File: config.mk
export PLATFORM = sky130hd
export DESIGN_NAME = pc_fetch_ctrl_flat
export DESIGN_NICKNAME = d
export VERILOG_FILES = /design/src/rtl/pc_fetch_ctrl_if.sv /design/src/rtl/pc_fetch_ctrl.sv /design/src/flat_wrapper.sv
export SDC_FILE = /design/constraint.sdc
export NUM_CORES = 1
export LEC_CHECK = 0
export ABC_AREA = 0
export BUFFER_PORTS_ARGS = -buffer_cell sky130_fd_sc_hd__clkbuf_2
export CAP_MARGIN = 10
export CORE_MARGIN = 2
export CORE_UTILIZATION = 47
export DETAILED_ROUTE_END_ITERATION = 8
export PLACE_DENSITY = 0.77
export SLEW_MARGIN = 20
export SYNTH_ARGS = -nofsm -noshare
export SYNTH_HDL_FRONTEND = slang
export SYNTH_SLANG_ARGS = --single-unit
File: constraint.sdc
create_clock -name clk_i -period 1.4 [get_ports clk_i]
set_input_delay 0.21 -clock clk_i [delete_from_list [all_inputs] [get_ports clk_i]]
set_output_delay 0.21 -clock clk_i [all_outputs]
set_load 0.01 [all_outputs]
File: src/rtl/pc_fetch_ctrl_if.sv
`default_nettype none
// ============================================================================
//  Module   : pc_fetch_ctrl_if
//  Purpose  : Bundles the fetch-stage signals of pc_fetch_ctrl. This covers
//             the PC+4 adder loop, the redirect inputs, the decode stall, the
//             instruction-memory handshake and the status flags.
//  Revision : 1.0 - initial release
// ============================================================================
interface pc_fetch_ctrl_if #(
    parameter int N = 32
);
    logic [N-1:0] pc_plus4_i;     // adder result, computed from pc_o
    logic         branch_i;       // redirect request (single-cycle pulse)
    logic [N-1:0] target_i;       // redirect target
    logic         stall_i;        // decode cannot accept an instruction
    logic         imem_ack_i;     // memory returned the word for pc_o
    logic [N-1:0] pc_o;           // current fetch address / adder input
    logic         imem_req_o;     // fetch request
    logic         instr_valid_o;  // returned word is on the correct path
    logic         misaligned_o;   // rejected misaligned redirect target

    // Controller side
    modport master (
        input  pc_plus4_i, branch_i, target_i, stall_i, imem_ack_i,
        output pc_o, imem_req_o, instr_valid_o, misaligned_o
    );

    // Environment side (adder, memory, later stages)
    modport slave (
        output pc_plus4_i, branch_i, target_i, stall_i, imem_ack_i,
        input  pc_o, imem_req_o, instr_valid_o, misaligned_o
    );
endinterface
`default_nettype wire

File: src/rtl/pc_fetch_ctrl.sv
`default_nettype none
// ============================================================================
//  Module   : pc_fetch_ctrl
//  Purpose  : Program-counter register and instruction-fetch controller. It
//             holds the PC and issues memory requests. It advances the PC by
//             way of the external PC+4 adder and applies branch redirects.
//             A redirect that arrives while a fetch is in flight is deferred
//             until the ack, and the wrong-path word is squashed.
//  Options  : PC_ALIGN_CHECK_EN - when defined, a redirect target that is not
//             word aligned is rejected, and misaligned_o pulses one cycle
//             later. When undefined, the low two target bits are forced to
//             zero and misaligned_o is tied low.
//  Revision : 1.0 - initial release
// ============================================================================
module pc_fetch_ctrl #(
    parameter int           N        = 32,
    parameter logic [N-1:0] RESET_PC = '0
) (
    input  wire logic         clk_i,
    input  wire logic         rst_n_i,
    pc_fetch_ctrl_if.master   bus
);

    typedef enum logic [1:0] {
        S_IDLE = 2'd0,   // first cycle after reset
        S_REQ  = 2'd1,   // fetch outstanding or ready to issue
        S_HOLD = 2'd2    // decode stalled
    } state_t;

    state_t       r_state;
    state_t       w_state_nxt;
    logic [N-1:0] r_pc;
    logic [N-1:0] r_target;      // deferred redirect target
    logic         r_pending;     // deferred redirect waiting for the ack
    logic         w_req;
    logic         w_ack;         // ack that is actually honoured
    logic         w_valid;
    logic         w_branch;      // redirect that is accepted
    logic [N-1:0] w_target;      // target as it will be used

`ifdef PC_ALIGN_CHECK_EN
    logic r_misaligned;
    logic w_bad_target;

    assign w_target     = bus.target_i;
    assign w_bad_target = bus.branch_i && (bus.target_i[1:0] != 2'b00);
    // A rejected redirect behaves as if no branch had arrived.
    assign w_branch     = bus.branch_i && !w_bad_target;

    // Report a rejected target one cycle after the branch pulse
    always_ff @(posedge clk_i) begin
        if (!rst_n_i) begin
            r_misaligned <= 1'b0;
        end else begin
            r_misaligned <= w_bad_target;
        end
    end

    assign bus.misaligned_o = r_misaligned;
`else
    logic w_unused_target_lsbs;

    // Word alignment is enforced by dropping the byte-offset bits.
    assign w_target             = {bus.target_i[N-1:2], 2'b00};
    assign w_branch             = bus.branch_i;
    assign w_unused_target_lsbs = ^bus.target_i[1:0];
    assign bus.misaligned_o     = 1'b0;
`endif

    // State register
    always_ff @(posedge clk_i) begin
        if (!rst_n_i) begin
            r_state <= S_IDLE;
        end else begin
            r_state <= w_state_nxt;
        end
    end

    // Next-state, request and squash decisions
    always_comb begin
        w_state_nxt = r_state;
        w_req       = 1'b0;
        case (r_state)
            S_IDLE: begin
                w_state_nxt = S_REQ;
            end
            S_REQ: begin
                // A stall drops the request. Any ack in this cycle is
                // therefore not honoured and the word must be re-presented.
                w_req = !bus.stall_i;
                if (bus.stall_i) begin
                    w_state_nxt = S_HOLD;
                end
            end
            S_HOLD: begin
                if (!bus.stall_i) begin
                    w_state_nxt = S_REQ;
                end
            end
            default: begin
                w_state_nxt = S_IDLE;
            end
        endcase
        w_ack   = w_req && bus.imem_ack_i;
        // A word fetched before a redirect is on the wrong path.
        w_valid = w_ack && !w_branch && !r_pending;
    end

    // PC register and deferred-redirect bookkeeping
    always_ff @(posedge clk_i) begin
        if (!rst_n_i) begin
            r_pc      <= RESET_PC;
            r_target  <= '0;
            r_pending <= 1'b0;
        end else if (w_ack) begin
            r_pending <= 1'b0;
            if (w_branch) begin
                r_pc <= w_target;          // newest redirect wins
            end else if (r_pending) begin
                r_pc <= r_target;
            end else begin
                r_pc <= bus.pc_plus4_i;    // wraps naturally at 2^N
            end
        end else if (w_branch) begin
            if (w_req) begin
                // The request in flight must keep a stable address, so the
                // redirect is deferred until the ack.
                r_target  <= w_target;
                r_pending <= 1'b1;
            end else begin
                // No request is outstanding, so redirect at once. Any older
                // deferred target is superseded.
                r_pc      <= w_target;
                r_pending <= 1'b0;
            end
        end
    end

    assign bus.pc_o          = r_pc;
    assign bus.imem_req_o    = w_req;
    assign bus.instr_valid_o = w_valid;

endmodule
`default_nettype wire
File: src/flat_wrapper.sv
// flat-port wrapper written by rule: the top's interface ports become plain ports
module pc_fetch_ctrl_flat 
#(
    parameter int           N        = 32,
    parameter logic [N-1:0] RESET_PC = '0
)
  (clk_i, rst_n_i, bus_pc_plus4_i, bus_branch_i, bus_target_i, bus_stall_i, bus_imem_ack_i, bus_pc_o, bus_imem_req_o, bus_instr_valid_o, bus_misaligned_o);
  pc_fetch_ctrl_if #(.N(N)) bus_i ();
  input  wire logic clk_i;
  input  wire logic rst_n_i;
  input wire logic [$bits(bus_i.pc_plus4_i)-1:0] bus_pc_plus4_i;
  input wire logic [$bits(bus_i.branch_i)-1:0] bus_branch_i;
  input wire logic [$bits(bus_i.target_i)-1:0] bus_target_i;
  input wire logic [$bits(bus_i.stall_i)-1:0] bus_stall_i;
  input wire logic [$bits(bus_i.imem_ack_i)-1:0] bus_imem_ack_i;
  output wire logic [$bits(bus_i.pc_o)-1:0] bus_pc_o;
  output wire logic [$bits(bus_i.imem_req_o)-1:0] bus_imem_req_o;
  output wire logic [$bits(bus_i.instr_valid_o)-1:0] bus_instr_valid_o;
  output wire logic [$bits(bus_i.misaligned_o)-1:0] bus_misaligned_o;
  assign bus_i.pc_plus4_i = bus_pc_plus4_i;
  assign bus_i.branch_i = bus_branch_i;
  assign bus_i.target_i = bus_target_i;
  assign bus_i.stall_i = bus_stall_i;
  assign bus_i.imem_ack_i = bus_imem_ack_i;
  assign bus_pc_o = bus_i.pc_o;
  assign bus_imem_req_o = bus_i.imem_req_o;
  assign bus_instr_valid_o = bus_i.instr_valid_o;
  assign bus_misaligned_o = bus_i.misaligned_o;
  pc_fetch_ctrl #(.N(N), .RESET_PC(RESET_PC)) u_core (.clk_i(clk_i), .rst_n_i(rst_n_i), .bus(bus_i));
endmodule
==> flow_summary.ini <==
[sta]
slew_viol_final = 0
rsz0062_at_grt = yes
setup_slack_ns = -0.456
fmax_mhz = 539
fin_crit_sh_pct = 133
min_period_ns = 1.86
clock_skew_ns = 0.00795
setup_violations = 65
hold_viol_final = 0

[clocking]
clkTransAtPathRegs_ns = 0.08
cts.hold.buffers_added = 0
clock-sinks = 65
worstSkewPairLatency_ns = 0.35
cts_buffers = 9
h-tree-depth = 3
clockBufferDepth = 2
cts_tree = yes
cts-root-buf = clkbuf_8

[global_route]
antenna_found_initial = 0
overflow = 0
grt_max_degree = 35
grt_pass1_vias = 3854
grt_pass1_wl_mm = 20.0
track_usage_pct = 30.6

[final_layout]
syn_to_final_growth_pct = 65.4
final_cell_mix = 98 x clkbuf_2, 63 x dfxtp_1, 31 x a21oi_1
drive_above_1_share_pct = 60.0
mostFrequentLayoutCell = clkbuf_2
fin_nets = 583
final_util_pct = 80.0
antenna_cells = 0
final_cells = 617

[critical_path]
critPathSlowestCell = or3b_4
startpoint = u_core.r_state[0]
path_max_fanout = 12
cp_cell_sequence = or3b_4, buf_12, buf_4, a2111oi_2, o41ai_1
reg2regPathDepth = 5
critPathLaunchType = flop
cp-end-kind = flop
required_ns = 1.62
worstSetupEndpoint = u_core.bus.pc_o[22]
critPathKind = flop to flop
rr_startpoint = u_core.r_state[0]
rrSetupSlack_ns = -0.46
reg2reg_to = u_core.bus.pc_o[22]
crit_family = compound AO/OA/AOI/OAI gates
worst-path-stages = 5
slowest_delay_ns = 0.45
worstPathArrival_ns = 2.08
crit_buf_inv = 2

[flow_run]
max_cap_viol_count = 0

[floorplan]
num_rows = 31
ios = 104
chipWidth_um = 90.2
die_y_um = 90.2
dieArea_mm2 = 0.00813
initial_core_util_pct = 48.4
core_area_mm2 = 0.00721

[detailed_routing]
wl_per_cell_um = 24.0
dr_total_vias = 4213
dr.pass1.iters = 6
drt_wl_total_mm = 14.8
drc = 0
drt_iter0_drc = 459
ant_nets = 0
avgViaCountPerCell = 6.83

[status]
status = finished with violations
failed_checks = negative setup slack

[yosys]
netlist_area_mm2 = 0.00349
postSynthRegisterBits = 65
syn_inst = 387
synth_nets = 456
ys_seq_area_share_pct = 37.3
ys_warn_count = 0
yosysUniqueCellTypes = 32
avgSynthCellArea_um2 = 9.02

[placed_design]
dp.cells = 572
io_buffers = 100
detailedPlace.worstSlack_ns = -0.261
finalWeightedCongestion = 0.818
hpwlAfterDp_mm = 6.91

[pwr]
cellLeakagePower_nw = 2.03
power_density_mw_per_mm2 = 884
peakVddDrop_uv = 599

[worst_hold_path]
hold_path.class = input port to flop
==> layer usage <==
metal,GRT usage (%),up-vias,part of all wire [%]
met1,38.3,1968,38
met3,4.86,87,9.1
li1,-,1799,-
met5,0,-,0
met2,50.3,359,49
met4,17.1,0,4.9
==> area by class of cell <==
| type | instances | area [µm²] |
|---|---|---|
| flip-flops and latches | 65 | 1300 |
| inverters | 4 | 20.0 |
| well taps | 99 | 124 |
| fillers | 427 | 1440 |
| multi-input cells | 260 | 2620 |
| clock buffers | 12 | 155 |
| repair buffers | 174 | 1510 |
| clock inverters | 3 | 40.0 |
==> state kept, by name, summed over array words and instances, names as in the netlist <==
register	flops
u_core.r_state	2
u_core.r_target	30
u_core.bus.pc_o	32
u_core.r_pending	1
==> Yosys cell counts (all sizes together) <==
master | number | share of area, %
a21oi | 62 | 8.9
o21ai | 30 | 4.3
or3b | 1 | 0.25
clkbuf | 36 | 3.9
nor2 | 1 | 0.11
inv | 3 | 0.47
nand2b | 2 | 0.36
dfxtp | 65 | 37
a2111oi | 30 | 11
clkinv | 1 | 0.11
and3 | 1 | 0.18
maj3 | 1 | 0.29
nor3 | 1 | 0.14
xor2 | 1 | 0.25
nand4bb | 1 | 0.32
o41ai | 30 | 7.7
nor2b | 32 | 5.7
buf | 22 | 4.9
o211ai | 2 | 0.43
nand3 | 30 | 4.3
o2111ai | 30 | 7.5
a21boi | 1 | 0.32
nand4 | 2 | 0.36
o211a | 1 | 0.29
conb | 1 | 0.11
==> tightest hold or removal path, delay by kind of cell <==
family / cells / cell delay (ns)
buffers and inverters: 1 / 0.09
AND/OR/NAND/NOR: 1 / 0.06
AO/OA/AOI/OAI: 1 / 0.05
==> timing repair <==
item	CTS	global route
setup buffers	16	9
gates resized for setup	50	127
pin swaps	19	50
cloned	5	2
setup endpoints to repair	47	65
==> logic make-up (layout without fill, tap and decap cells) <==
| logic type | after synthesis | in the layout | share of synthesized area (%) |
|---|---|---|---|
| DFF | 65 | 65 | 37.3 |
| other | 1 | 1 | 0.107 |
| adders and majority gates | 1 | 1 | 0.287 |
| AOI/OAI and AO/OA | 186 | 186 | 41.0 |
| and+or+nand+nor | 71 | 71 | 11.8 |
| buffers and inverters | 62 | 193 | 9.32 |
| xor gates and xnor gates | 1 | 1 | 0.251 |
==> how the worst min path moves through the flow <==
stage	endpoint	slack (ns)	depth (start not counted)	startpoint
after CTS	u_core.r_target[16]	0.10	3	bus_target_i[16]
after detailed placement	u_core.r_target[11]	0.47	3	bus_target_i[11]
after global placement	u_core.r_target[16]	0.47	3	bus_target_i[16]
final	u_core.r_target[2]	0.11	3	bus_target_i[2]
after global routing	u_core.r_target[2]	0.12	3	bus_target_i[2]
after floorplan	u_core.r_pending	0.35	1	bus_branch_i
==> power by group <==
group / leakage (nW) / switching [W] / internal [W]
Sequential: 0.531 / 0.0000737 / 0.00194
Combinational: 1.39 / 0.000790 / 0.000621
Clock: 0.102 / 0.000771 / 0.000906
==> through the flow <==
| stage | power [W] | instance area (µm²) | setup TNS [ns] | hold WS (ns) |
|---|---|---|---|---|
| 5_1_grt | 0.00524 | 5770 | -19.90 | 0.123 |
| 6_report | 0.00510 | 5770 | -17.33 | 0.109 |
| 3_3_place_gp | 0.00297 | 4410 | -5.43 | 0.466 |
| 4_1_cts | 0.00479 | 5100 | -12.46 | 0.101 |
| 2_1_floorplan | 0.00258 | 3590 | -3.29 | 0.348 |
| 3_5_place_dp | 0.00300 | 4410 | -7.08 | 0.472 |
Note: power is estimated with default switching activity, not from simulation.
